$ cat config.mk
export PLATFORM = sky130hd
export DESIGN_NAME = shift_reg_loader
export DESIGN_NICKNAME = d
export VERILOG_FILES = /design/src/rtl/shift_reg_pkg.sv /design/src/rtl/shift_reg_sck_gen.sv /design/src/rtl/shift_reg_loader.sv
export SDC_FILE = /design/constraint.sdc
export NUM_CORES = 1
export LEC_CHECK = 0
export ABC_AREA = 1
export CAP_MARGIN = 5
export CORE_ASPECT_RATIO = 0.8
export CORE_MARGIN = 8
export CORE_UTILIZATION = 55
export DETAILED_ROUTE_END_ITERATION = 12
export DONT_BUFFER_PORTS = 1
export PLACE_DENSITY = 0.7
export SLEW_MARGIN = 20
export SYNTH_ARGS = -nofsm -noshare
export SYNTH_HDL_FRONTEND = slang
export SYNTH_SLANG_ARGS = --single-unit
$ cat constraint.sdc
create_clock -name CLK -period 2.75 [get_ports CLK]
set_input_delay 0.1375 -clock CLK [delete_from_list [all_inputs] [get_ports CLK]]
set_output_delay 0.1375 -clock CLK [all_outputs]
set_load 0.01 [all_outputs]
$ cat src/rtl/shift_reg_pkg.sv
// Shared types and defaults for the shift-register loader.
//   state_e        : loader FSM states
//   SEL_DYN/STAT   : CMD_SEL encodings for the two latch banks
//   *_DEF          : default geometry of the pixel chain
//   cnt_w()        : counter width for a modulo-n counter (never below 1 bit)
package shift_reg_pkg;

  typedef enum logic [1:0] {
    IDLE  = 2'd0,
    SHIFT = 2'd1,
    LATCH = 2'd2,
    DONE  = 2'd3
  } state_e;

  localparam logic SEL_DYN  = 1'b0;
  localparam logic SEL_STAT = 1'b1;

  localparam int unsigned FRAME_W_DEF = 16;
  localparam int unsigned N_DYN_DEF   = 16;
  localparam int unsigned N_STAT_DEF  = 88;

  // Width holding values 0..n-1; FRAME_W = 2**k needs exactly k bits.
  function automatic int unsigned cnt_w(input int unsigned n);
    return (n > 1) ? $clog2(n) : 1;
  endfunction

endpackage

$ cat src/rtl/shift_reg_sck_gen.sv
// Shift-clock generator: SCK low for CLK_DIV cycles, then high for CLK_DIV
// cycles, repeating while enabled. Held low and cleared when disabled.
//   clk_i        : system clock
//   rst_i        : synchronous active-high reset
//   en_i         : run the generator (loader in SHIFT)
//   sck_o        : registered shift clock
//   rise_tick_c  : high in the cycle whose closing edge raises SCK
//   fall_tick_c  : high in the cycle whose closing edge lowers SCK (bit end)
module shift_reg_sck_gen
  import shift_reg_pkg::*;
#(
  parameter int unsigned CLK_DIV = 2
) (
  input  logic clk_i,
  input  logic rst_i,
  input  logic en_i,
  output logic sck_o,
  output logic rise_tick_c,
  output logic fall_tick_c
);

  localparam int unsigned DIV_W = cnt_w(CLK_DIV);

  logic [DIV_W-1:0] cnt_q, cnt_d;
  logic             sck_q, sck_d;
  logic             half_end_c;

  assign half_end_c  = (cnt_q == DIV_W'(CLK_DIV - 1));
  assign rise_tick_c = en_i && half_end_c && !sck_q;
  assign fall_tick_c = en_i && half_end_c && sck_q;

  // Half-period counter; SCK toggles at the end of every half period.
  always_comb begin
    cnt_d = '0;
    sck_d = 1'b0;
    if (en_i) begin
      if (half_end_c) begin
        cnt_d = '0;
        sck_d = ~sck_q;
      end else begin
        cnt_d = cnt_q + DIV_W'(1);
        sck_d = sck_q;
      end
    end
  end

  always_ff @(posedge clk_i) begin
    if (rst_i) begin
      cnt_q <= '0;
      sck_q <= 1'b0;
    end else begin
      cnt_q <= cnt_d;
      sck_q <= sck_d;
    end
  end

  assign sck_o = sck_q;

endmodule

$ cat src/rtl/shift_reg_loader.sv
// Config-frame loader for the pixel shift-register chain. Accepts a frame on
// a valid/ready handshake, shifts it MSB-first on SDO/SCK, strobes one
// addressed latch in the dynamic or static bank, then pulses ENFIN.
//   CLK, RST              : clock, synchronous active-high reset
//   CMD_VALID/CMD_READY   : request handshake (READY only in IDLE)
//   CMD_DATA/SEL/ADDR     : frame payload, bank select, latch index
//   SDO, SCK              : serial data and shift clock
//   DYNLATCH, STATLATCH   : one-hot latch strobes
//   ENFIN                 : one-cycle end-of-frame pulse
//   BUSY                  : high outside IDLE
//   ERR                   : one-cycle pulse on an out-of-range address
// Optional feature macro SHIFT_READBACK_EN adds SDI, RD_DATA, RD_VALID: SDI is
// captured on each SCK rise and the returned frame is presented with ENFIN.
module shift_reg_loader
  import shift_reg_pkg::*;
#(
  parameter int unsigned FRAME_W   = FRAME_W_DEF,
  parameter int unsigned N_DYN     = N_DYN_DEF,
  parameter int unsigned N_STAT    = N_STAT_DEF,
  parameter int unsigned CLK_DIV   = 2,
  parameter int unsigned LATCH_CYC = 2,
  parameter int unsigned ADDR_W    = 7
) (
  input  logic               CLK,
  input  logic               RST,
  input  logic               CMD_VALID,
  output logic               CMD_READY,
  input  logic [FRAME_W-1:0] CMD_DATA,
  input  logic               CMD_SEL,
  input  logic [ADDR_W-1:0]  CMD_ADDR,
  output logic               SDO,
  output logic               SCK,
  output logic [N_DYN-1:0]   DYNLATCH,
  output logic [N_STAT-1:0]  STATLATCH,
  output logic               ENFIN,
  output logic               BUSY,
`ifdef SHIFT_READBACK_EN
  input  logic               SDI,
  output logic [FRAME_W-1:0] RD_DATA,
  output logic               RD_VALID,
`endif
  output logic               ERR
);

  localparam int unsigned BIT_W = cnt_w(FRAME_W);
  localparam int unsigned LAT_W = cnt_w(LATCH_CYC);

  state_e             state_q, state_d;
  logic [FRAME_W-1:0] shift_q, shift_d;
  logic [BIT_W-1:0]   bit_q, bit_d;
  logic [LAT_W-1:0]   lat_q, lat_d;
  logic               sel_q, sel_d;
  logic [ADDR_W-1:0]  addr_q, addr_d;
  logic               sdo_q, sdo_d;
  logic [N_DYN-1:0]   dyn_q, dyn_d;
  logic [N_STAT-1:0]  stat_q, stat_d;
  logic               enfin_q, enfin_d;
  logic               busy_q, busy_d;
  logic               ready_q, ready_d;
  logic               err_q, err_d;
  logic               strobe_c;
  logic               addr_bad_c;
  logic               sck_w;
  logic               rise_tick_c;
  logic               fall_tick_c;

`ifdef SHIFT_READBACK_EN
  logic [FRAME_W-1:0] rx_q, rx_d;
  logic [FRAME_W-1:0] rd_data_q, rd_data_d;
  logic               rd_valid_q, rd_valid_d;
`else
  logic               rise_unused_c;
  assign rise_unused_c = rise_tick_c;
`endif

  shift_reg_sck_gen #(
    .CLK_DIV (CLK_DIV)
  ) u_sck_gen (
    .clk_i       (CLK),
    .rst_i       (RST),
    .en_i        (state_q == SHIFT),
    .sck_o       (sck_w),
    .rise_tick_c (rise_tick_c),
    .fall_tick_c (fall_tick_c)
  );

  // Request rejected when the index is outside the selected bank.
  assign addr_bad_c = (CMD_SEL == SEL_DYN) ? (32'(CMD_ADDR) >= N_DYN)
                                           : (32'(CMD_ADDR) >= N_STAT);

  // Next-state and registered-output logic.
  always_comb begin
    state_d  = state_q;
    shift_d  = shift_q;
    bit_d    = bit_q;
    lat_d    = lat_q;
    sel_d    = sel_q;
    addr_d   = addr_q;
    sdo_d    = sdo_q;
    dyn_d    = '0;
    stat_d   = '0;
    enfin_d  = 1'b0;
    err_d    = 1'b0;
    strobe_c = 1'b0;
`ifdef SHIFT_READBACK_EN
    rx_d       = rx_q;
    rd_data_d  = rd_data_q;
    rd_valid_d = 1'b0;
`endif

    case (state_q)
      IDLE: begin
        if (CMD_VALID) begin
          if (addr_bad_c) begin
            err_d = 1'b1;
          end else begin
            state_d = SHIFT;
            shift_d = CMD_DATA;
            sel_d   = CMD_SEL;
            addr_d  = CMD_ADDR;
            bit_d   = '0;
            // First bit is presented with the first SCK low phase.
            sdo_d   = CMD_DATA[FRAME_W-1];
`ifdef SHIFT_READBACK_EN
            rx_d    = '0;
`endif
          end
        end
      end

      SHIFT: begin
`ifdef SHIFT_READBACK_EN
        if (rise_tick_c) begin
          rx_d = {rx_q[FRAME_W-2:0], SDI};
        end
`endif
        // Bit boundary is the SCK falling edge; SDO only moves there.
        if (fall_tick_c) begin
          if (bit_q == BIT_W'(FRAME_W - 1)) begin
            state_d  = LATCH;
            sdo_d    = 1'b0;
            lat_d    = '0;
            strobe_c = 1'b1;
          end else begin
            bit_d   = bit_q + BIT_W'(1);
            shift_d = {shift_q[FRAME_W-2:0], 1'b0};
            sdo_d   = shift_q[FRAME_W-2];
          end
        end
      end

      LATCH: begin
        if (lat_q == LAT_W'(LATCH_CYC - 1)) begin
          state_d = DONE;
          enfin_d = 1'b1;
`ifdef SHIFT_READBACK_EN
          rd_data_d  = rx_q;
          rd_valid_d = 1'b1;
`endif
        end else begin
          lat_d    = lat_q + LAT_W'(1);
          strobe_c = 1'b1;
        end
      end

      DONE: begin
        state_d = IDLE;
      end

      default: begin
        state_d = IDLE;
      end
    endcase

    if (strobe_c) begin
      if (sel_q == SEL_DYN) begin
        dyn_d = N_DYN'(1) << addr_q;
      end else begin
        stat_d = N_STAT'(1) << addr_q;
      end
    end

    ready_d = (state_d == IDLE);
    busy_d  = (state_d != IDLE);
  end

  always_ff @(posedge CLK) begin
    if (RST) begin
      state_q <= IDLE;
      shift_q <= '0;
      bit_q   <= '0;
      lat_q   <= '0;
      sel_q   <= SEL_DYN;
      addr_q  <= '0;
      sdo_q   <= 1'b0;
      dyn_q   <= '0;
      stat_q  <= '0;
      enfin_q <= 1'b0;
      busy_q  <= 1'b0;
      ready_q <= 1'b0;
      err_q   <= 1'b0;
    end else begin
      state_q <= state_d;
      shift_q <= shift_d;
      bit_q   <= bit_d;
      lat_q   <= lat_d;
      sel_q   <= sel_d;
      addr_q  <= addr_d;
      sdo_q   <= sdo_d;
      dyn_q   <= dyn_d;
      stat_q  <= stat_d;
      enfin_q <= enfin_d;
      busy_q  <= busy_d;
      ready_q <= ready_d;
      err_q   <= err_d;
    end
  end

`ifdef SHIFT_READBACK_EN
  always_ff @(posedge CLK) begin
    if (RST) begin
      rx_q       <= '0;
      rd_data_q  <= '0;
      rd_valid_q <= 1'b0;
    end else begin
      rx_q       <= rx_d;
      rd_data_q  <= rd_data_d;
      rd_valid_q <= rd_valid_d;
    end
  end

  assign RD_DATA  = rd_data_q;
  assign RD_VALID = rd_valid_q;
`endif

  assign CMD_READY = ready_q;
  assign SDO       = sdo_q;
  assign SCK       = sck_w;
  assign DYNLATCH  = dyn_q;
  assign STATLATCH = stat_q;
  assign ENFIN     = enfin_q;
  assign BUSY      = busy_q;
  assign ERR       = err_q;

endmodule

==> results of run 1 <==
==> cell families (layout without fill, tap and decap cells) <==
family,count (synthesis),after routing,synth area share [%]
AOI/OAI and AO/OA,19,19,2.55
adders and majority gates,5,5,1.33
DFF,141,141,59.9
xor gates and xnor gates,1,1,0.186
and+or+nand+nor,306,306,27.4
other,0,1,0
muxes,14,14,2.98
buffers and inverters,49,93,5.63
==> what timing repair did <==
item,4_1_cts,5_1_grt
resized for setup,0,0
hold buffers,27,0
endpoints found under the hold margin,33,0
==> metrics by stage <==
stage / cells / total power [mW] / setup WS, ps
2_1_floorplan: 535 / 2.41 / 1180
3_3_place_gp: 632 / 2.45 / 811
3_5_place_dp: 632 / 2.46 / 714
4_1_cts: 691 / 4.70 / 674
5_1_grt: 692 / 4.84 / 437
6_report: 692 / 4.67 / 640
==> final cells by class <==
cell class | count | share of cell area (%)
clock buffer | 17 | 7.41
antenna | 1 | 0.0448
multi-input combinational | 345 | 29.0
clock inverter | 15 | 3.11
inverter | 31 | 2.11
sequential | 141 | 50.5
timing repair buffer | 30 | 5.24
tap | 112 | 2.51
==> worst max-delay path by stage <==
stage	startpoint	depth (start not counted)	end	slack, ps
2_1_floorplan	state_q[1]	9	bit_q[2]	1180
3_3_place_gp	state_q[1]	9	shift_q[8]	810
3_5_place_dp	state_q[1]	9	shift_q[3]	710
4_1_cts	state_q[0]	7	SDO	670
5_1_grt	state_q[1]	9	shift_q[4]	440
6_report	state_q[1]	8	SDO	640
==> placed cells by master, fill, tap and decap left out, types with 3 or more instances in the layout <==
cell type	Yosys	layout
nor3_1	12	12
nand3_1	26	26
clkbuf_16	0	16
mux2i_1	14	14
o21ai_0	8	8
dfxtp_1	141	141
inv_6	0	4
buf_4	3	3
dlygate4sd3_1	0	27
ha_1	5	5
nor2_1	161	161
nand4_4	3	3
clkinv_4	0	4
a21oi_1	8	8
inv_8	0	3
inv_1	27	27
nand2_1	96	96
==> state kept, by name, indices dropped and copies added (netlist names), 2 cells and up <==
| signal | cells |
|---|---|
| bit_q | 4 |
| addr_q | 7 |
| state_q | 2 |
| STATLATCH | 88 |
| shift_q | 15 |
| DYNLATCH | 16 |
==> metal layers <==
layer	wire [um]	track usage, %	vias up
met5	0	0	-
met4	206	7.85	0
met3	1010	8.29	19
met2	5550	32.7	140
met1	5100	24.2	1627
li1	-	-	1735
==> worst max-delay path, delay by kind of cell, from the launching register on <==
family                   cells  cell delay, ps
AO/OA/AOI/OAI                1             160
buffers and inverters        3            1010
adder cells (fa/ha/maj)      1             290
flip-flops                   1             330
AND/OR/NAND/NOR              3             260
==> power groups by stage <==
stage	clock network (mW)	registers, mW	logic, mW
finish	2.21	2.14	0.326
global route	2.33	2.14	0.365
global placement	0	2.18	0.276
detailed placement	0	2.18	0.283
CTS	2.24	2.14	0.320
floorplan	0	2.17	0.234
==> results.json, run 1 <==
{
  "viasPerCell": 5.09,
  "slowest_stage": "dlygate4sd3_1",
  "numPortBuffers": 0,
  "hold_start": "CMD_ADDR[4]",
  "synth_edf_count": 0,
  "skew_ps": 10.1,
  "avgSynthCellArea_um2": 8.80,
  "max_stage_delay_ps": 560,
  "crit_path_max_fanout": 18,
  "setup_tns_ps": 0,
  "clockBufferDepth": 2,
  "hold_violations": 0,
  "setup_viol": 0,
  "crit_chain": "inv_1, ha_1, buf_4, nand3_1, nand2_1, nand3_1, a21oi_1, dlygate4sd3_1",
  "ys_async_sr_fraction_pct": 0,
  "layout_worst_path_cycle_share_pct": 76.7,
  "dieArea_mm2": 0.0118,
  "place_area_mm2": 0.00472,
  "ys_seq_area_share_pct": 59.9,
  "fin_util_pct": 66.4,
  "ant_nets": 0,
  "core_mm2": 0.00841,
  "worstRegToRegCells": 8,
  "fp.dieH_um": 98.8,
  "grt_pass1_wl_mm": 18.9,
  "grt_usage_pct": 20.5,
  "outcome": "finished, final reports clean",
  "synth.most_common_cell": "nor2_1",
  "cp_data_arrival_time_ps": 2570,
  "p_per_area_mw_per_mm2": 837,
  "drt_wl_total_mm": 11.9,
  "ioPinCount": 137,
  "synth_seq_cells": 141,
  "maxSlewViolCount": 0,
  "antenna_found_initial": 1,
  "required_ps": 3210,
  "cts-root-buf": "clkbuf_8",
  "grt_max_degree": 33,
  "clkSlewWorstSetupHoldPaths_ps": 70,
  "whs_ps": 15.5,
  "tightest_slew_ps": 1010,
  "p_leak_nw": 2.22,
  "p_sw_mw": 1.22,
  "hold_class": "in -> reg",
  "multi_input_area_mm2": 0.00162,
  "critPathCaptureType": "flip-flop",
  "rr_startpoint": "state_q[1]",
  "yosysUniqueCellTypes": 27,
  "slew-limit-headroom_pct": 32.2,
  "yosysTopAreaCell": "dfxtp_1",
  "min_to": "ERR",
  "holdPathStages": 4,
  "postCtsSetupBuffers": 0,
  "drt_first_pass_iters": 4,
  "grt_pass1_vias": 3469,
  "r2r-end": "SDO",
  "drc_errors": 0,
  "numCtsBuffers": 17,
  "startpoint_type": "flip-flop",
  "drv_cap": 0,
  "cpMostUsedCell": "nand3_1",
  "cts.sinks": 141,
  "rows": 30,
  "initialDrtViolationCount": 291,
  "synthTopCellsByArea": "dfxtp_1 60%, nor2_1 13%, nand2_1 7.7%",
  "ys.flop_type": "dfxtp_1",
  "synth_top_area_share_pct": 59.9,
  "fin_nets": 598,
  "synth_area_mm2": 0.00471,
  "p_comb_share_pct": 7.0,
  "fill_cells": 688,
  "switching_share_pct": 26.1,
  "max_freq_mhz": 474,
  "regArea_mm2": 0.00282,
  "cts_tree": "yes",
  "htreeDepth": 4,
  "syn_nets": 567,
  "start_util_pct": 56.0,
  "rsz0062_at_grt": "no",
  "synth_common_cells": "161 x nor2_1, 141 x dfxtp_1, 96 x nand2_1",
  "die_x_um": 119,
  "vias": 3521,
  "fin_crit_ps": 2110,
  "post_drt_wl_per_cell_um": 17.2,
  "final_area_mm2": 0.00559,
  "setup.worst_path.class": "reg -> reg",
  "overflow": 0,
  "seqPwrFrac_pct": 45.7,
  "vdd_drop_max_mv": 0.434,
  "syn_inst": 535,
  "clockPowerShare_pct": 47.3,
  "insertion_delay_ps": 510,
  "r2r_slack_ps": 640,
  "yosys_warnings": 0,
  "drive_above_1_share_pct": 8.46,
  "hpwl_mm": 8.09,
  "gp_congestion": 0.825,
  "syn_to_final_growth_pct": 18.6,
  "internal_power_mw": 3.46
}
Power figures use the tool's default switching activity.
==> run 2: changes to the inputs <==
--- a/config.mk
+++ b/config.mk
@@ -12,7 +12,7 @@
 export CORE_UTILIZATION = 55
 export DETAILED_ROUTE_END_ITERATION = 12
 export DONT_BUFFER_PORTS = 1
-export PLACE_DENSITY = 0.7
+export PLACE_DENSITY = 0.73
 export SLEW_MARGIN = 20
 export SYNTH_ARGS = -nofsm -noshare
 export SYNTH_HDL_FRONTEND = slang
==> constraint.sdc (replaced) <==
create_clock -name CLK -period 1.8 [get_ports CLK]
set_input_delay 0.09 -clock CLK [delete_from_list [all_inputs] [get_ports CLK]]
set_output_delay 0.09 -clock CLK [all_outputs]
set_load 0.01 [all_outputs]
==> run 2 against run 1 <==
  * Total power is 56% higher
  * Wire length is 6.5% higher
  * Sequential power grew 53%
  * Non-clock buffer count rose by 25
  * First-iteration DRC count rose by 33%
  * Hold slack improved by 72 ps
  * Combinational power rose by 75%
  * Fmax increased by 23%
  * Critical endpoint is now STATLATCH[52]
==> results.json, run 2 (synthesized netlist as in run 1, its figures left out) <==
{
  "outcome": "finished, final reports clean",
  "mostFrequentLayoutCells": "160 x nor2_1, 139 x dfxtp_1, 95 x nand2_1",
  "vias": 3722,
  "cp_num_buf_inv": 4,
  "setup_tns_ps": 0,
  "rr_startpoint": "state_q[0]",
  "initialDrtViolationCount": 387,
  "hpwl_mm": 8.32,
  "drt_first_pass_iters": 7,
  "cpMostUsedCell": "inv_1",
  "clkSlewWorstSetupHoldPaths_ps": 70,
  "cts.sinks": 141,
  "tightest_slew_ps": 528,
  "p_leak_nw": 2.35,
  "startpoint_type": "flip-flop",
  "layout_commonest_cell": "nor2_1",
  "holdPathStages": 6,
  "skew_ps": 6.64,
  "gp_congestion": 0.824,
  "dieArea_mm2": 0.0118,
  "critPathCaptureType": "flip-flop",
  "grt_use_met2_pct": 33.5,
  "cts-root-buf": "clkbuf_8",
  "p_per_area_mw_per_mm2": 1240,
  "hold_start": "CMD_ADDR[3]",
  "largest_register_ffs": 88,
  "grt_pass1_wl_mm": 19.6,
  "r2r-end": "STATLATCH[52]",
  "antenna_found_initial": 1,
  "hold_violations": 0,
  "layout_worst_path_cycle_share_pct": 95.6,
  "ant_nets": 0,
  "fin_total_pwr_mw": 7.27,
  "slowest_stage": "dfxtp_2",
  "drc_errors": 0,
  "post_drt_wl_per_cell_um": 17.6,
  "hold_class": "in -> reg",
  "start_util_pct": 56.0,
  "min_to": "bit_q[3]",
  "worstRegToRegCells": 8,
  "numCtsBuffers": 17,
  "drv_cap": 0,
  "vdd_drop_max_mv": 0.599,
  "crit_chain": "inv_1, ha_1, inv_1, o21ai_4, buf_4, nand4_4, buf_12, nor2_1",
  "required_ps": 2250,
  "fin_nets": 624,
  "critical-path-top-delay-family": "buffers and inverters",
  "max_freq_mhz": 581,
  "drive_above_1_share_pct": 13.4,
  "syn_to_final_growth_pct": 24.8,
  "grt_max_degree": 33,
  "grt_pass1_vias": 3599,
  "die_x_um": 119,
  "setup.worst_path.class": "reg -> reg",
  "fin_crit_ps": 1720,
  "crit_path_max_fanout": 32,
  "max_stage_delay_ps": 350,
  "setup_viol": 0,
  "numPortBuffers": 0,
  "grt_usage_pct": 21.0,
  "grtUsageMet3_pct": 8.40,
  "r2r_slack_ps": 80,
  "insertion_delay_ps": 520,
  "grt_util_met1_pct": 25.2,
  "ioPinCount": 137,
  "htreeDepth": 4,
  "overflow": 0,
  "whs_ps": 87.8,
  "slew-limit-headroom_pct": 64.5,
  "drt_wl_total_mm": 12.6,
  "rows": 30,
  "cts_tree": "yes",
  "viasPerCell": 5.18,
  "clockBufferDepth": 2,
  "core_mm2": 0.00841,
  "fp.dieH_um": 98.8,
  "cp_data_arrival_time_ps": 2170,
  "maxSlewViolCount": 0,
  "busiest_layer": "met2"
}
run 2: power by group:
part	switching, mW	internal [mW]	total (mW)
sequential	0.0705	3.20	3.27
combinational	0.345	0.226	0.571
clock	1.51	1.91	3.43
total	1.93	5.34	7.27
run 2: worst register-to-register path: cells and delay by family (launching register included):
family / cells / cell delay [ps]
AO/OA/AOI/OAI: 1 / 270
flip-flops: 1 / 350
adder cells (fa/ha/maj): 1 / 220
buffers and inverters: 4 / 610
AND/OR/NAND/NOR: 2 / 210
run 2: per-stage QoR:
step	cells	worst slack, ps	utilization [%]	area, um2
after detailed placement	651	14.7	58.2	4890
after floorplan	535	232	-	4710
after CTS	712	-6.95	68.7	5770
after global placement	651	145	58.2	4890
after global routing	718	-32.7	69.9	5880
final	718	78.9	69.9	5880
run 2: how the worst max path moves through the flow:
stage	slack [ps]	end	start	depth (start not counted)
2_1_floorplan	230	bit_q[2]	state_q[1]	9
3_3_place_gp	150	STATLATCH[87]	state_q[1]	8
3_5_place_dp	10	STATLATCH[70]	state_q[1]	8
4_1_cts	-7	STATLATCH[72]	state_q[1]	8
5_1_grt	-30	bit_q[1]	state_q[1]	9
6_report	80	STATLATCH[52]	state_q[0]	8
run 2: what timing repair did:
action                                  4_1_cts  5_1_grt
endpoints found under the hold margin        34        2
hold buffers                                 28        1
endpoints found under the setup margin       11       91
pin swaps                                     1        1
resized for setup                             0       15
cloned                                        1        0
setup buffers                                 0        4
run 2: layout make-up:
cell class,count,area [um2]
Inverter,31,121
Fill cell,660,2530
Multi-Input combinational cell,346,1680
Timing Repair Buffer,55,514
Clock inverter,15,175
Tap cell,112,140
Clock buffer,17,414
Sequential cell,141,2830
Antenna cell,1,2.50
run 2: metal layers:
metal	vias up	wire, um
li1	1799	-
met1	1732	5280
met2	171	5950
met3	20	1160
met4	0	255
met5	-	0
